File: config.mk
export PLATFORM = sky130hd
export DESIGN_NAME = komandara_k10_mem_arbiter
export DESIGN_NICKNAME = d
export VERILOG_FILES = /design/src/rtl/komandara_k10_mem_arbiter.sv
export SDC_FILE = /design/constraint.sdc
export NUM_CORES = 1
export LEC_CHECK = 0
export BUFFER_PORTS_ARGS = -buffer_cell sky130_fd_sc_hd__buf_4
export CORE_AREA = 2 2 109 111
export DETAILED_ROUTE_END_ITERATION = 8
export DIE_AREA = 0 0 111 113
export PLACE_DENSITY_LB_ADDON = 0.12
export SETUP_SLACK_MARGIN = 0.15
export SLEW_MARGIN = 20
export SYNTH_ARGS = -nofsm -noshare
export SYNTH_HDL_FRONTEND = slang
export SYNTH_SLANG_ARGS = --single-unit
File: constraint.sdc
create_clock -name clk_i -period 2.28 [get_ports clk_i]
set_clock_uncertainty 0.2 [all_clocks]
set_input_delay 0.456 -clock clk_i [delete_from_list [all_inputs] [get_ports clk_i]]
set_output_delay 0.456 -clock clk_i [all_outputs]
set_load 0.01 [all_outputs]
File: src/rtl/komandara_k10_mem_arbiter.sv
// komandara_k10_mem_arbiter: fetch/LSU arbiter onto one OBI bus, data priority with fetch starvation guard.
module komandara_k10_mem_arbiter #(
  parameter int AW           = 32,
  parameter int DW           = 32,
  parameter int STARVE_LIMIT = 4
) (
  input  logic            clk_i,
  input  logic            rst_ni,
  input  logic            instr_req_i,
  input  logic [AW-1:0]   instr_addr_i,
  output logic            instr_gnt_o,
  output logic            instr_rvalid_o,
  output logic [DW-1:0]   instr_rdata_o,
  output logic            instr_err_o,
  input  logic            data_req_i,
  input  logic            data_we_i,
  input  logic [DW/8-1:0] data_be_i,
  input  logic [AW-1:0]   data_addr_i,
  input  logic [DW-1:0]   data_wdata_i,
  output logic            data_gnt_o,
  output logic            data_rvalid_o,
  output logic [DW-1:0]   data_rdata_o,
  output logic            data_err_o,
  input  logic            flush_i,
  output logic            bus_req_o,
  output logic            bus_we_o,
  output logic [DW/8-1:0] bus_be_o,
  output logic [AW-1:0]   bus_addr_o,
  output logic [DW-1:0]   bus_wdata_o,
  input  logic            bus_gnt_i,
  input  logic            bus_rvalid_i,
  input  logic [DW-1:0]   bus_rdata_i,
  input  logic            bus_err_i,
  output logic            busy_o
);
  localparam logic [1:0] IDLE = 2'd0;
  localparam logic [1:0] REQ  = 2'd1;
  localparam logic [1:0] RESP = 2'd2;
  localparam logic [3:0] LIM  = 4'(STARVE_LIMIT);
  logic [1:0] state;
  logic       owner;
  logic [3:0] starve_cnt;
  logic       kill;
  logic       idle, data_win, sel_data, fire, resp_v;
  always_comb begin
    idle           = state == IDLE;
    data_win       = data_req_i & (~instr_req_i | (starve_cnt < LIM));
    sel_data       = idle ? data_win : owner;
    bus_req_o      = rst_ni & (idle ? (instr_req_i | data_req_i) : state == REQ);
    fire           = bus_req_o & bus_gnt_i;
    bus_we_o       = bus_req_o & sel_data & data_we_i;
    bus_be_o       = bus_req_o ? (sel_data ? data_be_i : '1) : '0;
    bus_addr_o     = bus_req_o ? (sel_data ? data_addr_i : instr_addr_i) : '0;
    bus_wdata_o    = (bus_req_o & sel_data) ? data_wdata_i : '0;
    instr_gnt_o    = fire & ~sel_data;
    data_gnt_o     = fire & sel_data;
    resp_v         = (state == RESP) & bus_rvalid_i;
    data_rvalid_o  = resp_v & owner;
    instr_rvalid_o = resp_v & ~owner & ~kill & ~flush_i;
    instr_rdata_o  = bus_rdata_i;
    data_rdata_o   = bus_rdata_i;
    instr_err_o    = bus_err_i;
    data_err_o     = bus_err_i;
    busy_o         = ~idle;
  end
  always_ff @(posedge clk_i) begin
    if (!rst_ni) begin
      state      <= IDLE;
      owner      <= 1'b0;
      starve_cnt <= '0;
      kill       <= 1'b0;
    end else begin
      case (state)
        IDLE: begin
          if (bus_req_o) begin
            owner <= data_win;
            state <= bus_gnt_i ? RESP : REQ;
          end
          starve_cnt <= !instr_req_i ? '0 : !fire ? starve_cnt : !data_win ? '0 :
                        (starve_cnt == LIM) ? LIM : starve_cnt + 4'd1;
          kill       <= fire & ~data_win & flush_i;
        end
        REQ: begin
          if (bus_gnt_i) state <= RESP;
          if (flush_i & ~owner) kill <= 1'b1;
        end
        RESP: begin
          if (bus_rvalid_i) begin
            state <= IDLE;
            kill  <= 1'b0;
          end else if (flush_i & ~owner) kill <= 1'b1;
        end
        default: state <= IDLE;
      endcase
    end
  end
endmodule

==> flow_metrics.tcl, run 1 <==
set metrics [dict create \
    status "finished with violations" \
    violations "setup timing" \
    synthesis.area_um2 1860 \
    layout_common_cells "buf_4 (170), buf_6 (41), nand2_1 (40)" \
    finalSetupViolCount 71 \
    ant_nets 0 \
    vias 2486 \
    avgSynthCellArea_um2 6.48 \
    dieArea_um2 12500 \
    ys.flop_type "dfxtp_1" \
    grt_pass1_vias 2485 \
    slowest_delay_ns 0.31 \
    synth_nets 434 \
    grt_max_degree 22 \
    hold_ws_ns 0.254 \
    cp-end-kind "output port" \
    grt.total_usage 0.134 \
    crit_path_cell_trace "inv_2 -> ha_4 -> buf_4 -> o21ai_2 -> a21o_2 -> inv_4 -> buf_12 -> clkbuf_16 -> and3_4 -> buf_6" \
    critPathLaunchType "flip-flop" \
    intPower_mw 1.15 \
    cts_inserted_buffers 3 \
    pwr-share-clk 0.159 \
    pwr-share-comb 0.757 \
    rr_startpoint "state[0]$_SDFFE_PN0P_" \
    drt_iter0_drc 49 \
    fin_nets 586 \
    clk_pin_slew_ns 0.04 \
    maxSlewViolCount 0 \
    max_slew_margin 0.768 \
    min_from "starve_cnt[3]$_SDFFE_PN0P_" \
    yosysSeqAreaShare 0.0861 \
    cts_buffer_depth 2 \
    grt_pass1_wl_mm 13.7 \
    p_seq_frac 0.084 \
    placementRows 39 \
    n_antenna_cell 0 \
    dp_hpwl_mm 6.95 \
    synth_cell_type_count 35 \
    async_flop_share 0 \
    place.gp.congestion 0.817 \
    setup_ws_ns -0.196 \
    power.density_nw_per_um2 443 \
    irDropWorstVdd_mv 0.546 \
    wire_per_inst_um 16.9 \
    tritoncts "built" \
    numClockSinks 8 \
    crit_slowest_cell "dfxtp_2" \
    io-pin-count 282 \
    hold_path.class "reg2reg" \
    drt-total-wl_mm 9.83 \
    worstMarginPinSlew_ns 0.348 \
    p_leak_nw 2.03 \
    io_buffers 182 \
    die_width_um 111 \
    timing.fmax_mhz 404 \
    period_needed_ns 2.48 \
    hold_viol 0 \
    cp_max_fo 8 \
    drc 0 \
    cp_data_required_time_ns 1.62 \
    first_pass_iters 4 \
    drive_above_1_share 0.796 \
    rsz0062_at_grt "true" \
    area_growth_pct 123 \
    ys_warn_count 0 \
    startpoint "state[0]$_SDFFE_PN0P_" \
    netlist_instances 287 \
    netSwitchingFraction 0.372 \
    p_switching_uw 681 \
    clk_latency_ns 0.23 \
    synth_edf_count 0 \
    ctsHoldBuffers 0 \
    start_util 0.165 \
    maxCapViolations 0 \
    ys_seq_elements 8 \
    pre_cts_slack_ns -0.00685 \
    die_h_um 113 \
    gr-total-overflow 0 \
    core_um2 11300 \
    cts_root_buf "clkbuf_16" \
    finalCritPeriodShare 1.09 \
    htreeDepth 1 \
    antenna_found_initial 0 \
    path_class "reg2out" \
    vias_per_cell 4.29 \
    layout_commonest_cell "buf_4" \
    critPathArrivalTime_ns 1.82 \
]
-- cells in the mapped netlist, types with 2 or more instances --
| cell | count | share of area |
|---|---|---|
| and3_1 | 34 | 0.11 |
| dfxtp_1 | 8 | 0.086 |
| nand2_1 | 72 | 0.15 |
| ha_1 | 6 | 0.040 |
| o21a_1 | 2 | 0.0081 |
| buf_2 | 6 | 0.016 |
| buf_6 | 10 | 0.061 |
| inv_1 | 6 | 0.012 |
| buf_4 | 67 | 0.27 |
| o21ai_0 | 2 | 0.0054 |
| and2_1 | 2 | 0.0067 |
| nor2b_1 | 3 | 0.010 |
| a21oi_1 | 33 | 0.089 |
| mux2i_1 | 2 | 0.011 |
| nor2_1 | 14 | 0.028 |
-- power groups by stage --
stage / Combinational [mW] / Clock (mW) / Sequential (mW)
floorplan: 0.585 / 0 / 0.157
global route: 1.49 / 0.307 / 0.156
detailed placement: 0.922 / 0 / 0.155
global placement: 0.919 / 0 / 0.155
CTS: 1.17 / 0.298 / 0.155
finish: 1.39 / 0.291 / 0.155
-- logic make-up after synthesis --
group | count (synthesis) | synth area share
buf+inv | 92 | 0.366
fa+ha+maj | 6 | 0.0404
simple gates | 132 | 0.337
mux | 2 | 0.0108
flops | 8 | 0.0861
compound gates | 47 | 0.159
-- path summary, 6_finish.rpt --
| kind | end | slack [ns] | cells after the start |
|---|---|---|---|
| worst min-delay path | starve_cnt[3]$_SDFFE_PN0P_ | 0.25 | 2 |
| worst max register to register | state[0]$_SDFFE_PN0P_ | 0.47 | 8 |
| worst min register to register | starve_cnt[3]$_SDFFE_PN0P_ | 0.25 | 2 |
| worst max-delay path | bus_wdata_o[21] | -0.20 | 10 |
-- stage by stage --
step / power, mW / area, µm² / instances / utilization / TNS, ns
4_1_cts: 1.62 / 3660 / 570 / 0.324 / -10.77
3_5_place_dp: 1.08 / 3090 / 549 / 0.274 / -0.0216
5_1_grt: 1.95 / 4140 / 580 / 0.367 / -16.33
2_1_floorplan: 0.742 / 1970 / 287 / - / 0
3_3_place_gp: 1.07 / 3090 / 549 / 0.274 / 0
6_report: 1.83 / 4140 / 580 / 0.367 / -10.70
-- critical path: cells and delay by family (launching register included) --
kind	cells	cell delay (ns)
adders and majority gates	1	0.14
DFF	1	0.31
and+or+nand+nor	1	0.19
AOI/OAI and AO/OA	2	0.28
buffers and inverters	6	0.69
-- per-layer routing --
layer,vias to the layer above,wire [µm],share of wire,track usage
met1,1152,3660,0.37,0.150
met5,-,0,0,0
li1,1192,-,-,-
met2,126,5350,0.54,0.258
met4,0,173,0.018,0.0358
met3,16,644,0.066,0.0284
-- final cells by class --
| cell class | count | area [µm²] |
|---|---|---|
| fill | 1203 | 7130 |
| timing repair buffer | 231 | 2180 |
| multi-input combinational | 188 | 1520 |
| tap | 143 | 179 |
| sequential | 8 | 163 |
| clock buffer | 3 | 75.1 |
| inverter | 7 | 28.8 |
-- timing repair --
item | 4_1_cts | 5_1_grt
gates resized for setup | 81 | 69
gates cloned | 7 | 8
endpoints found under the setup margin | 72 | 72
pin swaps | 25 | 46
setup buffers | 11 | 2
-- flip-flops by register name, indices dropped and copies added, names as in the netlist --
| register | flops |
|---|---|
| state | 2 |
| starve_cnt | 4 |
| kill | 1 |
| owner | 1 |
(Power assumes the default switching activity.)
==> run 2, diff against run 1 <==
- PLACE_DENSITY_LB_ADDON: 0.12 -> not set
==> flow_metrics.tcl, run 2 (synthesis results as in run 1) <==
set metrics [dict create \
    dieArea_um2 12500 \
    gr-total-overflow 0 \
    finalCritPeriodShare 1.09 \
    placementRows 39 \
    p_seq_frac 0.089 \
    clk_pin_slew_ns 0.03 \
    numClockSinks 8 \
    tritoncts "built" \
    antenna_found_initial 0 \
    fin_area_um2 3890 \
    grt_pass1_wl_mm 11.8 \
    fin_setup_tns_ns -10.25 \
    largest_reg_flops 4 \
    layout_common_cells "buf_4 (184), and3_1 (31), a21oi_2 (31)" \
    clk_latency_ns 0.23 \
    irDropWorstVdd_mv 0.317 \
    maxSlewViolCount 0 \
    dp_hpwl_mm 5.70 \
    startpoint "state[1]$_SDFFE_PN0P_" \
    status "finished with violations" \
    path_class "reg2out" \
    r2r_end "state[0]$_SDFFE_PN0P_" \
    cp_data_required_time_ns 1.62 \
    hold_path_end "starve_cnt[3]$_SDFFE_PN0P_" \
    first_pass_iters 4 \
    core_um2 11300 \
    wire_per_inst_um 16.4 \
    drive_above_1_share 0.757 \
    die_h_um 113 \
    worstMarginPinSlew_ns 0.373 \
    min_path_cells 2 \
    p_leak_nw 1.99 \
    layout_commonest_cell "buf_4" \
    hold_viol 0 \
    rsz0062_at_grt "true" \
    pre_cts_slack_ns -0.0416 \
    netSwitchingFraction 0.387 \
    power.density_nw_per_um2 453 \
    drt_iter0_drc 50 \
    htreeDepth 1 \
    grt_max_degree 38 \
    critPathArrivalTime_ns 1.82 \
    rr_startpoint "state[0]$_SDFFE_PN0P_" \
    pwr-share-clk 0.164 \
    area_growth_pct 109 \
    ctsHoldBuffers 0 \
    cp-end-kind "output port" \
    min_from "starve_cnt[3]$_SDFFE_PN0P_" \
    critPathLaunchType "flip-flop" \
    n_antenna_cell 0 \
    setup_ws_ns -0.198 \
    fin_nets 573 \
    grt.total_usage 0.114 \
    drc 0 \
    maxCapViolations 0 \
    start_util 0.165 \
    reg.largest.list "starve_cnt x4, state x2" \
    ant_nets 0 \
    vias 2422 \
    vias_per_cell 4.27 \
    place.gp.congestion 0.751 \
    violations "setup timing" \
    timing.fmax_mhz 404 \
    hold_path.class "reg2reg" \
    max_slew_margin 0.751 \
    intPower_mw 1.08 \
    finalSetupViolCount 72 \
    pwr-share-comb 0.748 \
    grt_pass1_vias 2335 \
    cts_buffer_depth 2 \
    post_dp_cell_area_um2 3010 \
    die_width_um 111 \
    cts_inserted_buffers 3 \
    cp_max_fo 8 \
    io_buffers 182 \
    drt-total-wl_mm 9.31 \
    r2r_cells 8 \
    ff2ff_setup_slack_ns 0.37 \
    regMostFlops "starve_cnt" \
    period_needed_ns 2.48 \
    cts_root_buf "clkbuf_16" \
    p_switching_uw 682 \
    hold_ws_ns 0.289 \
    total_power_mw 1.76 \
    io-pin-count 282 \
]
-- run 2: cell types whose count changed in the layout (fill, tap and decap cells not counted), moves of 2 or more --
| cell | delta |
|---|---|
| buf_6 | -25 |
| and3_1 | +20 |
| and3_4 | -20 |
| buf_4 | +14 |
| nand2_1 | -12 |
| nand2_2 | +7 |
| nand2_4 | +5 |
| nor2_1 | +5 |
| nor2_4 | -3 |
| buf_12 | -2 |
| buf_16 | +2 |
| nor2_2 | -2 |
-- run 2: worst max path at each step --
| stage | cells after the start | slack (ns) | end |
|---|---|---|---|
| 5_1_grt | 9 | -0.26 | bus_wdata_o[10] |
| 4_1_cts | 10 | -0.10 | bus_addr_o[23] |
| 3_3_place_gp | 8 | 0.0001 | bus_addr_o[13] |
| 6_report | 9 | -0.20 | bus_wdata_o[7] |
| 3_5_place_dp | 8 | -0.04 | bus_addr_o[13] |
| 2_1_floorplan | 8 | 0.14 | bus_be_o[0] |
-- run 2: repair_timing --
action,in CTS,in global routing
pin swaps,7,29
cloned,5,8
setup buffers,8,4
setup endpoints to repair,72,72
gates resized for setup,50,65
-- run 2: metal layers --
layer  vias to the layer above  routed length [µm]  GRT usage
li1                       1156                   -          -
met1                      1118                3520      0.125
met2                       129                4980      0.223
met3                        19                 638     0.0246
met4                         0                 177     0.0292
met5                         -                   0          0
-- run 2: final cells by class --
cell class	instances	area, µm²
inverter	7	33.8
multi-input combinational	187	1440
clock buffer	3	75.1
tap	143	179
sequential	8	163
timing repair buffer	219	2000
fill	1168	7380
-- run 2: power by group through the flow --
stage / Combinational, mW / Clock, mW / Sequential (mW)
6_report: 1.32 / 0.288 / 0.157
5_1_grt: 1.40 / 0.306 / 0.157
4_1_cts: 1.09 / 0.299 / 0.157
3_5_place_dp: 0.877 / 0 / 0.157
3_3_place_gp: 0.858 / 0 / 0.157
2_1_floorplan: 0.585 / 0 / 0.157
-- run 2: worst max-delay path, cell delays in order, from the launching register on --
cell	delay (ns)
dfxtp_2	0.32
inv_2	0.05
ha_4	0.18
buf_4	0.14
o21ai_2	0.15
a21o_4	0.20
inv_8	0.07
clkbuf_16	0.16
and3_1	0.16
buf_4	0.14
-- run 2: per-stage QoR --
stage | std cells | utilization
floorplan | 287 | -
global placement | 539 | 0.267
detailed placement | 539 | 0.267
CTS | 555 | 0.307
global route | 567 | 0.345
finish | 567 | 0.345
==> run 3, diff against run 2 <==
- CAP_MARGIN: not set -> 30
- CTS_BUF_LIST: not set -> sky130_fd_sc_hd__clkbuf_4
==> flow_metrics.tcl, run 3 (synthesis results as in run 1) <==
set metrics [dict create \
    status "finished with violations" \
    violations "setup timing" \
    drive_above_1_share 0.758 \
    critPathArrivalTime_ns 1.81 \
    die_h_um 113 \
    critPathLaunchType "flip-flop" \
    grt_pass1_vias 2330 \
    period_needed_ns 2.46 \
    total_power_mw 1.62 \
    hold_ws_ns 0.290 \
    irDropWorstVdd_mv 0.239 \
    power.density_nw_per_um2 412 \
    maxSlewViolCount 0 \
    fin_nets 574 \
    drc 0 \
    p_leak_nw 1.98 \
    crit_family "buffers and inverters" \
    finalCritPeriodShare 1.08 \
    reg.largest.list "starve_cnt x4, state x2" \
    clk_latency_ns 0.25 \
    n_antenna_cell 0 \
    core_um2 11300 \
    dieArea_um2 12500 \
    ant_nets 0 \
    grt.total_usage 0.115 \
    timing.fmax_mhz 406 \
    io-pin-count 282 \
    first_pass_iters 4 \
    drt-total-wl_mm 9.22 \
    vias 2457 \
    htreeDepth 1 \
    cts_root_buf "clkbuf_4" \
    rsz0062_at_grt "true" \
    place.gp.congestion 0.751 \
    max_slew_margin 0.761 \
    dp_hpwl_mm 5.70 \
    clk_pin_slew_ns 0.05 \
    gr-total-overflow 0 \
    ctsHoldBuffers 0 \
    cp_data_required_time_ns 1.62 \
    vias_per_cell 4.33 \
    wire_per_inst_um 16.2 \
    path_class "reg2out" \
    cts_buffer_depth 2 \
    layout_commonest_cell "buf_4" \
    slowest_delay_ns 0.33 \
    start_util 0.165 \
    largest_reg_flops 4 \
    finalSetupViolCount 72 \
    tritoncts "built" \
    drt_iter0_drc 48 \
    placementRows 39 \
    fin_util 0.349 \
    cp-end-kind "output port" \
    setup_ws_ns -0.182 \
    layout_common_cells "buf_4 (180), nand2_1 (36), a21oi_2 (32)" \
    grt_max_degree 38 \
    post_dp_cell_area_um2 3010 \
    area_growth_pct 112 \
    cts_inserted_buffers 3 \
    fin_area_um2 3930 \
    path_buf_inv 5 \
    grt_pass1_wl_mm 11.8 \
    hold_path.class "reg2reg" \
    worstMarginPinSlew_ns 0.358 \
    crit_slowest_cell "dfxtp_2" \
    antenna_found_initial 0 \
    regMostFlops "starve_cnt" \
    crit_path_cell_trace "inv_2 -> ha_4 -> buf_6 -> a31o_4 -> buf_12 -> clkbuf_16 -> and3_1 -> buf_4" \
    cp_max_fo 9 \
    hold_viol 0 \
    numClockSinks 8 \
    io_buffers 182 \
    maxCapViolations 0 \
    pre_cts_slack_ns -0.0416 \
    die_width_um 111 \
]
-- run 3: cell count changes in the layout (fill, tap and decap cells not counted), sizes merged --
cell	previous run	this run
clkbuf	9	10
-- run 3: path summary, 6_finish.rpt --
path / startpoint / end / cells past startpoint / slack, ns
min: starve_cnt[3]$_SDFFE_PN0P_ / starve_cnt[3]$_SDFFE_PN0P_ / 2 / 0.29
min reg2reg: starve_cnt[3]$_SDFFE_PN0P_ / starve_cnt[3]$_SDFFE_PN0P_ / 2 / 0.29
max: state[1]$_SDFFE_PN0P_ / bus_wdata_o[29] / 8 / -0.18
max reg2reg: state[0]$_SDFFE_PN0P_ / state[0]$_SDFFE_PN0P_ / 9 / 0.35
-- run 3: tightest hold or removal path: cells and delay by family, from the launching register on --
| kind | cells | cell delay (ns) |
|---|---|---|
| simple gates | 2 | 0.10 |
| flops | 1 | 0.34 |
-- run 3: final cells by class --
type	count	area [µm²]
fillers	1153	7340
repair buffers	220	2060
multi-input cells	187	1480
well taps	143	179
flip-flops and latches	8	163
inverters	7	33.8
clock buffers	3	22.5
-- run 3: timing repair --
action,CTS,global route
gates resized for setup,50,71
buffers inserted,8,5
pin swaps,7,35
gates cloned,5,8
endpoints found under the setup margin,72,74
-- run 3: layer usage --
layer  wire length, µm  share of wire  up-vias  track usage
li1                  -              -     1160            -
met1              3400           0.37     1144        0.125
met2              4970           0.54      132        0.223
met3               658          0.071       21       0.0279
met4               192          0.021        0       0.0292
met5                 0              0        -            0
-- run 3: stage by stage --
step,cells,setup TNS (ns)
final,568,-9.77
after global routing,568,-15.47
after CTS,555,-8.36
after detailed placement,539,-0.0494
after global placement,539,0
after floorplan,287,0
-- run 3: where the power goes --
group	switching, mW	internal [mW]	total (mW)
registers	0.00731	0.149	0.156
clock network	0.0471	0.0602	0.107
logic	0.612	0.746	1.36
total	0.666	0.955	1.62
